===== config.mk =====
export PLATFORM = sky130hd
export DESIGN_NAME = ram_march_tester
export DESIGN_NICKNAME = d
export VERILOG_FILES = /design/src/rtl/ram_test_pkg.sv /design/src/rtl/ram_march_tester_addr_cnt.sv /design/src/rtl/ram_march_tester.sv
export SDC_FILE = /design/constraint.sdc
export NUM_CORES = 1
export LEC_CHECK = 0
export ABC_AREA = 1
export CORE_MARGIN = 2
export CORE_UTILIZATION = 50
export DETAILED_ROUTE_END_ITERATION = 8
export PLACE_DENSITY = 0.78
export SYNTH_ARGS = -nofsm -noshare
export SYNTH_HDL_FRONTEND = slang
export SYNTH_SLANG_ARGS = --single-unit

===== constraint.sdc =====
create_clock -name clk -period 4.37 [get_ports clk]
set_input_delay 1.311 -clock clk [delete_from_list [all_inputs] [get_ports clk]]
set_output_delay 1.311 -clock clk [all_outputs]
set_load 0.05 [all_outputs]

===== src/rtl/ram_test_pkg.sv =====
// Shared definitions for the March C- RAM tester: FSM states, march element table
// and the two data backgrounds.
package ram_test_pkg;

    typedef enum logic [2:0] {
        S_IDLE,
        S_WR,
        S_RD,
        S_CMP,
        S_DONE
    } state_t;

    // One march element: sweep direction, expected read background, written
    // background, and which of the read / write operations it performs.
    typedef struct packed {
        logic down;
        logic rd_exp;
        logic wr_pat;
        logic has_rd;
        logic has_wr;
    } elem_t;

    localparam logic       P0        = 1'b0;
    localparam logic       P1        = 1'b1;
    localparam logic [2:0] LAST_ELEM = 3'd5;
    localparam logic [7:0] ERR_MAX   = 8'hFF;

    function automatic elem_t march_elem(input logic [2:0] idx);
        elem_t e;
        e = '0;
        case (idx)
            3'd0:    e = '{down: 1'b0, rd_exp: P0, wr_pat: P0, has_rd: 1'b0, has_wr: 1'b1};
            3'd1:    e = '{down: 1'b0, rd_exp: P0, wr_pat: P1, has_rd: 1'b1, has_wr: 1'b1};
            3'd2:    e = '{down: 1'b0, rd_exp: P1, wr_pat: P0, has_rd: 1'b1, has_wr: 1'b1};
            3'd3:    e = '{down: 1'b1, rd_exp: P0, wr_pat: P1, has_rd: 1'b1, has_wr: 1'b1};
            3'd4:    e = '{down: 1'b1, rd_exp: P1, wr_pat: P0, has_rd: 1'b1, has_wr: 1'b1};
            3'd5:    e = '{down: 1'b1, rd_exp: P0, wr_pat: P0, has_rd: 1'b1, has_wr: 1'b0};
            default: e = '0;
        endcase
        return e;
    endfunction

endpackage


===== src/rtl/ram_march_tester_addr_cnt.sv =====
// March address sweep counter: loads the first address of an element, steps in
// the element's direction and flags the element's last address.
module march_addr_cnt
    import ram_test_pkg::*;
#(
    parameter int ADDR_W = 4
) (
    input  logic              clk,
    input  logic              clr,
    input  logic              load,
    input  logic              down,
    input  logic              step,
    output logic [ADDR_W-1:0] addr,
    output logic              last
);

    logic down_q;

    // NOTE: clocked state uses <= so every register samples pre-edge values;
    // blocking = here would let later statements see already-updated values.
    always_ff @(posedge clk or negedge clr) begin
        if (!clr) begin
            addr   <= '0;
            down_q <= 1'b0;
        end else if (load) begin
            down_q <= down;
            addr   <= down ? '1 : '0;
        end else if (step) begin
            addr <= down_q ? addr - ADDR_W'(1) : addr + ADDR_W'(1);
        end
    end

    assign last = down_q ? (addr == '0) : (addr == '1);

endmodule


===== src/rtl/ram_march_tester.sv =====
// March C- RAM tester: drives a synchronous RAM through the six march elements
// and reports pass/fail, first failing address/data and a saturating error count.
module ram_march_tester
    import ram_test_pkg::*;
#(
    parameter int ADDR_W       = 4,
    parameter int DATA_W       = 8,
    parameter bit STOP_ON_FAIL = 1'b0
) (
    input  logic              clk,
    input  logic              clr,
    input  logic              start,
    output logic              rw,
    output logic [ADDR_W-1:0] addr,
    output logic [DATA_W-1:0] data_in,
    input  logic [DATA_W-1:0] data_out,
    output logic              busy,
    output logic              done,
    output logic              pass,
    output logic [ADDR_W-1:0] fail_addr,
    output logic [DATA_W-1:0] fail_data,
    output logic [7:0]        err_count
);

    state_t            state, state_nx;
    logic [2:0]        elem, elem_nx;
    elem_t             cur, adv, nxt;
    logic              cnt_load, cnt_step, cnt_down, cnt_last;
    logic [ADDR_W-1:0] cnt_addr;
    logic              start_ok, mismatch;

    assign cur = march_elem(elem);
    assign adv = march_elem(elem + 3'd1);
    assign nxt = march_elem(elem_nx);

    assign mismatch = (state == S_CMP) && (data_out != {DATA_W{cur.rd_exp}});

    march_addr_cnt #(.ADDR_W(ADDR_W)) u_cnt (
        .clk  (clk),
        .clr  (clr),
        .load (cnt_load),
        .down (cnt_down),
        .step (cnt_step),
        .addr (cnt_addr),
        .last (cnt_last)
    );

    // NOTE: every signal gets a default before the case so no path leaves one
    // unassigned, which would infer a latch.
    always_comb begin
        state_nx = state;
        elem_nx  = elem;
        cnt_load = 1'b0;
        cnt_step = 1'b0;
        cnt_down = adv.down;
        start_ok = 1'b0;
        case (state)
            S_IDLE, S_DONE: begin
                if (start) begin
                    start_ok = 1'b1;
                    state_nx = S_WR;
                    elem_nx  = '0;
                    cnt_load = 1'b1;
                    cnt_down = march_elem(3'd0).down;
                end
            end
            S_WR: begin
                if (cnt_last) begin
                    // Next element starts straight away at its first address.
                    elem_nx  = elem + 3'd1;
                    cnt_load = 1'b1;
                    state_nx = adv.has_rd ? S_RD : S_WR;
                end else begin
                    cnt_step = 1'b1;
                    state_nx = cur.has_rd ? S_RD : S_WR;
                end
            end
            S_RD: state_nx = S_CMP;
            S_CMP: begin
                if (mismatch && STOP_ON_FAIL) begin
                    state_nx = S_DONE;
                end else if (cur.has_wr) begin
                    state_nx = S_WR;
                end else if (cnt_last || elem != LAST_ELEM) begin
                    state_nx = S_DONE;
                end else begin
                    cnt_step = 1'b1;
                    state_nx = S_RD;
                end
            end
            default: state_nx = S_IDLE;
        endcase
    end

    always_ff @(posedge clk or negedge clr) begin
        if (!clr) begin
            state   <= S_IDLE;
            elem    <= '0;
            data_in <= '0;
        end else begin
            state <= state_nx;
            elem  <= elem_nx;
            if (state_nx == S_WR) begin
                data_in <= {DATA_W{nxt.wr_pat}};
            end
        end
    end

    always_ff @(posedge clk or negedge clr) begin
        if (!clr) begin
            pass      <= 1'b0;
            err_count <= '0;
            fail_addr <= '0;
            fail_data <= '0;
        end else if (start_ok) begin
            pass      <= 1'b1;
            err_count <= '0;
            fail_addr <= '0;
            fail_data <= '0;
        end else if (mismatch) begin
            if (err_count != ERR_MAX) begin
                err_count <= err_count + 8'd1;
            end
            // pass still high means this is the first mismatch of the run.
            if (pass) begin
                fail_addr <= cnt_addr;
                fail_data <= data_out;
            end
            pass <= 1'b0;
        end
    end

    assign rw   = (state == S_WR);
    assign busy = (state == S_WR) || (state == S_RD) || (state == S_CMP);
    assign done = (state == S_DONE);
    assign addr = busy ? cnt_addr : '0;

endmodule


# Word-level counts from Yosys, hierarchy flattened
# Index checks and enable logic that the tools add are counted.
[classes]
add_sub_neg = 4
eq_ne = 24
n_mux = 40
reduce_logical = 16
[ops]
columns = ["op", "count"]
rows = [
  ["$mux 8", 6],
  ["$mux 4", 8],
  ["$pmux 5 s6", 1],
  ["$eq 3x2->1 const B", 8],
  ["$pmux 4 s6", 1],
  ["$eq 3x3->1 const B", 7],
  ["$pmux 3 s6", 1],
  ["$eq 3x1->1 const B", 5],
  ["$mux 3", 5],
  ["$logic_not 3->1", 4],
  ["$pmux 3 s4", 1],
  ["$mux 1", 11],
  ["$add 8x1->8 const B", 1],
  ["$ne 8x8->1", 1],
  ["$ne 8x8->1 const B", 1],
  ["$reduce_bool 2->1", 4],
  ["$mux 2", 3],
  ["$pmux 3 s2", 1],
  ["$add 4x1->4 const B", 1],
  ["$eq 4x4->1 const B", 1],
  ["$logic_not 4->1", 1],
  ["$pmux 1 s2", 2],
  ["$reduce_and 2->1", 2],
  ["$sub 4x1->4 const B", 1],
  ["other kinds (5)", 7],
]
[word_totals]
ff_bits = 33
in_bits = 11
output_inout_bits = 36

# Longest topological paths before layout
[logic_depth]
depth_word = 8
mapped_depth = 12

# Cells and area by module
# A second synthesis with hierarchy kept.
[unflattened]
hier_cells = 290
area_unflattened_um2 = 2142.1
[by_module_without_submodules]
columns = ["mod", "instances", "cells_per_inst", "area_each_um2", "seq_area_each_um2"]
rows = [
  ["ram_march_tester", 1, 243, 1794.2, 700.7],
  ["march_addr_cnt", 1, 47, 347.8, 125.1],
]

# Worst setup path after synthesis
# OpenSTA, ideal clock, no wires.
[synth_path]
path_type = "reg-to-output"
start = "register state[1]"
end = "output addr[0]"
arrival_ns = 2.108
path_slack_ns = 0.951
stages_incl_launch_ff = 5
n_path_buf = 0
cell_sequence = "dfrtp_1 nor2_2 nor2_1 inv_1 nor2_1"
[synth_between]
elab_chain_cells = 4
[synth_rtl]
columns = ["item", "line_no", "rtl"]
rows = [
  ["from (decl)", "ram_march_tester.sv:25", "state_t state, state_nx;"],
  ["from (signal assigned)", "ram_march_tester.sv:101", "state <= state_nx;"],
  ["$eq 3x1->1 / $eq 3x2->1 (equally long branches)", "ram_march_tester.sv:134", "assign busy = (state == S_WR) || (state == S_RD) || (state == S_CMP);"],
  ["$logic_or 1x1->1", "ram_march_tester.sv:134", ""],
  ["$logic_or 1x1->1 (*)", "ram_march_tester.sv:134", ""],
  ["named net busy", "ram_march_tester.sv:17", "output logic busy,"],
  ["$mux 4 (*)", "ram_march_tester.sv:136", "assign addr = busy ? cnt_addr : '0;"],
  ["to (decl)", "ram_march_tester.sv:14", "output logic [ADDR_W-1:0] addr,"],
]
# Mark *: on every way through the listed nets, which the timed path passes. The rest lies on a longest branch.

# Worst setup path in the final report
[layout_path]
start = "register state[1]"
end = "output addr[3]"
[layout_between]
elab_chain_cells = 4
[layout_rtl]
columns = ["item", "line_no"]
rows = [
  ["$eq 3x1->1 / $eq 3x2->1 (equally long branches)", "ram_march_tester.sv:134"],
  ["$logic_or 1x1->1", "ram_march_tester.sv:134"],
  ["$logic_or 1x1->1 (*)", "ram_march_tester.sv:134"],
  ["$mux 4 (*)", "ram_march_tester.sv:136"],
]
# Mark *: on every way between the ends. The rest lies on a longest branch, timed or not.

==> results.cfg <==
[critical_path]
worst-setup-path-type = reg2out
end_kind = output pin
crit_path_start_kind = register
crit_top_cell = nor2_1
arrival_ns = 2.01
crit_fanout = 5
cp_cell_sequence = nor2_2 -> nor2_1 -> inv_1 -> nor2_1 -> clkdlybuf4s50_1
crit_path_max_incr_delay_ns = 0.81
worstPathRequired_ns = 3.06
critPathSlowestCell = clkdlybuf4s50_1

[timing]
fin_crit_ns = 3.33
finalHoldViolations = 0
fin_setup_tns_ns = 0
finalMaxSlewViolations = 0
worstMarginPinSlew_ns = 0.512
period_share_pct = 76.1
relSlewSlack_pct = 65.8
finalClockSkew_ns = 0.00573
rsz0062_at_grt = no
setup_violations = 0
fmax_mhz = 301
hold-worst-slack_ns = 0.507

[cts]
clockBufferDepth = 2
cts_tree = yes
clkLatencyLatePin_ns = 0.28
cts_max_level = 2
clock-sinks = 33
cts.clk_slew.worst_paths_ns = 0.07
post_cts_resized = 0
root_buffer = clkbuf_8
cts_hold_buffers = 0
post-cts-setup-buffers = 0
cts_buffers = 5

[yosys]
synth_warnings = 0
syn-num-nets = 290
postSynthCellCount = 268
syn_area_um2 = 2080
synth-seq-area-share_pct = 39.6
synth_cell_types = 31
ys_seq_elements = 33
yosysTopAreaCellShare_pct = 39.6
avgSynthCellArea_um2 = 7.78
synth_top_area_cell = dfrtp_1
synth_area_leaders = dfrtp_1 (40%), nand2_1 (10%), nand3_1 (8.6%)

[cells_and_area]
fill_cells = 350
drive_gt1_share_pct = 10.6
n_antenna_cell = 0
seq_area_um2 = 826
multi_input_area_um2 = 1040
area_growth_pct = 24.9
num-nets-final = 332
final_cell_mix = nand2_1 (57), clkdlybuf4s50_1 (46), nand3_1 (36)
layout_commonest_cell = nand2_1

[floorplan]
core-area_um2 = 4000
io_pins = 47
rows = 23
die_area_um2 = 4700
die_h_um = 68.6
initial_core_util_pct = 52.1
die_w_um = 68.6

[routing]
drt_pass1_iterations = 4
drt_iter0_drc = 149
viasPerCell = 5.00
wl_per_cell_um = 12.1
ant_nets = 0
totalWireLength_um = 4380
num_vias = 1804
drc = 0

[placement]
hpwl_um = 3320
gp_congestion = 0.781
numPortBuffers = 46

[grt]
antenna_found_initial = 0
grt_overflow = 0
grt_pass1_vias = 1652
grt_pass1_wl_um = 7160
grt_max_degree = 34
grt_use_total_pct = 20.3

[flow_run]
maxCapViolCount = 0

[power]
power_density_nw_per_um2 = 705
p_leak_uw = 0.00129
vdd_drop_max_v = 0.000323

[min_path]
hp-class = reg2reg

[status]
status = finished, final reports clean
==> power by group <==
part / internal, uW / switching (uW) / leakage [uW] / total (uW)
Clock: 110 / 111 / 0.0000450 / 222
Combinational: 349 / 774 / 0.000802 / 1120
Sequential: 400 / 90.3 / 0.000444 / 490
Total: 859 / 976 / 0.00129 / 1840
==> critical path, delay by kind of cell (launching register included) <==
kind / cells / cell delay, ns
buffers and inverters: 2 / 0.92
DFF: 1 / 0.46
and+or+nand+nor: 3 / 0.35
==> cells by family (layout without fill, tap and decap cells) <==
family / after synthesis / count (layout) / synth area share (%)
AND/OR/NAND/NOR: 142 / 142 / 32.2
AO/OA/AOI/OAI: 32 / 32 / 8.40
adder cells (fa/ha/maj): 11 / 11 / 6.96
flip-flops: 33 / 33 / 39.6
buffers and inverters: 44 / 87 / 10.3
XOR/XNOR: 6 / 6 / 2.52
==> synth_stat cells (all sizes together) <==
| cell | n |
|---|---|
| or2 | 1 |
| xnor2 | 3 |
| dfrtp | 33 |
| nand2 | 64 |
| fa | 1 |
| a31o | 1 |
| buf | 11 |
| clkinv | 1 |
| a21oi | 5 |
| nand4 | 2 |
| xor2 | 3 |
| o21ai | 25 |
| nor3 | 5 |
| ha | 10 |
| nand3 | 39 |
| inv | 31 |
| a41oi | 1 |
| clkbuf | 1 |
| nand3b | 1 |
| nor2 | 30 |
==> final timing paths <==
path,from,end,slack (ns),cells past startpoint
worst max-delay path,state[1]$_DFF_PN0_,addr[3],1.04,5
worst min-delay path,fail_data[4]$_DFFE_PN0P_,fail_data[4]$_DFFE_PN0P_,0.51,2
worst max register to register,elem[0]$_DFF_PN0_,u_cnt.addr[3]$_DFFE_PN0P_,2.50,8
worst min register to register,fail_data[4]$_DFFE_PN0P_,fail_data[4]$_DFFE_PN0P_,0.51,2
max in group asynchronous,clr,err_count[6]$_DFFE_PN0P_,2.62,2
min in group asynchronous,clr,fail_data[4]$_DFFE_PN0P_,1.44,2
==> metal layers <==
metal / vias up / share of wire, % / GRT usage (%)
met3: 5 / 4.5 / 4.87
li1: 944 / - / -
met1: 818 / 43 / 23.0
met2: 37 / 52 / 37.9
met5: - / 0 / 0
met4: 0 / 0.62 / 4.75
==> stage by stage <==
| stage | area, um^2 | total power (uW) | cells | setup slack, ns | util, % |
|---|---|---|---|---|---|
| global placement | 2520 | 1600 | 353 | 1.37 | 63.0 |
| CTS | 2600 | 1850 | 361 | 1.02 | 65.1 |
| floorplan | 2080 | 1340 | 268 | 0.951 | - |
| detailed placement | 2520 | 1630 | 353 | 1.34 | 63.0 |
| global route | 2600 | 1960 | 361 | 0.942 | 65.1 |
| finish | 2600 | 1840 | 361 | 1.04 | 65.1 |
==> layout make-up <==
type / instances / share of cell area [%]
Clock buffer: 6 / 2.79
Inverter: 32 / 4.66
Clock inverter: 2 / 0.384
Sequential cell: 33 / 31.7
Multi-Input combinational cell: 191 / 40.1
Tap cell: 50 / 2.40
Timing Repair Buffer: 47 / 18.0
==> state kept, by name, summed over array words and instances, names as in the netlist <==
name / cells
fail_data: 8
err_count: 8
data_in: 1
u_cnt.addr: 4
u_cnt.down_q: 1
state: 3
elem: 3
fail_addr: 4
pass: 1
(Power assumes the default switching activity.)
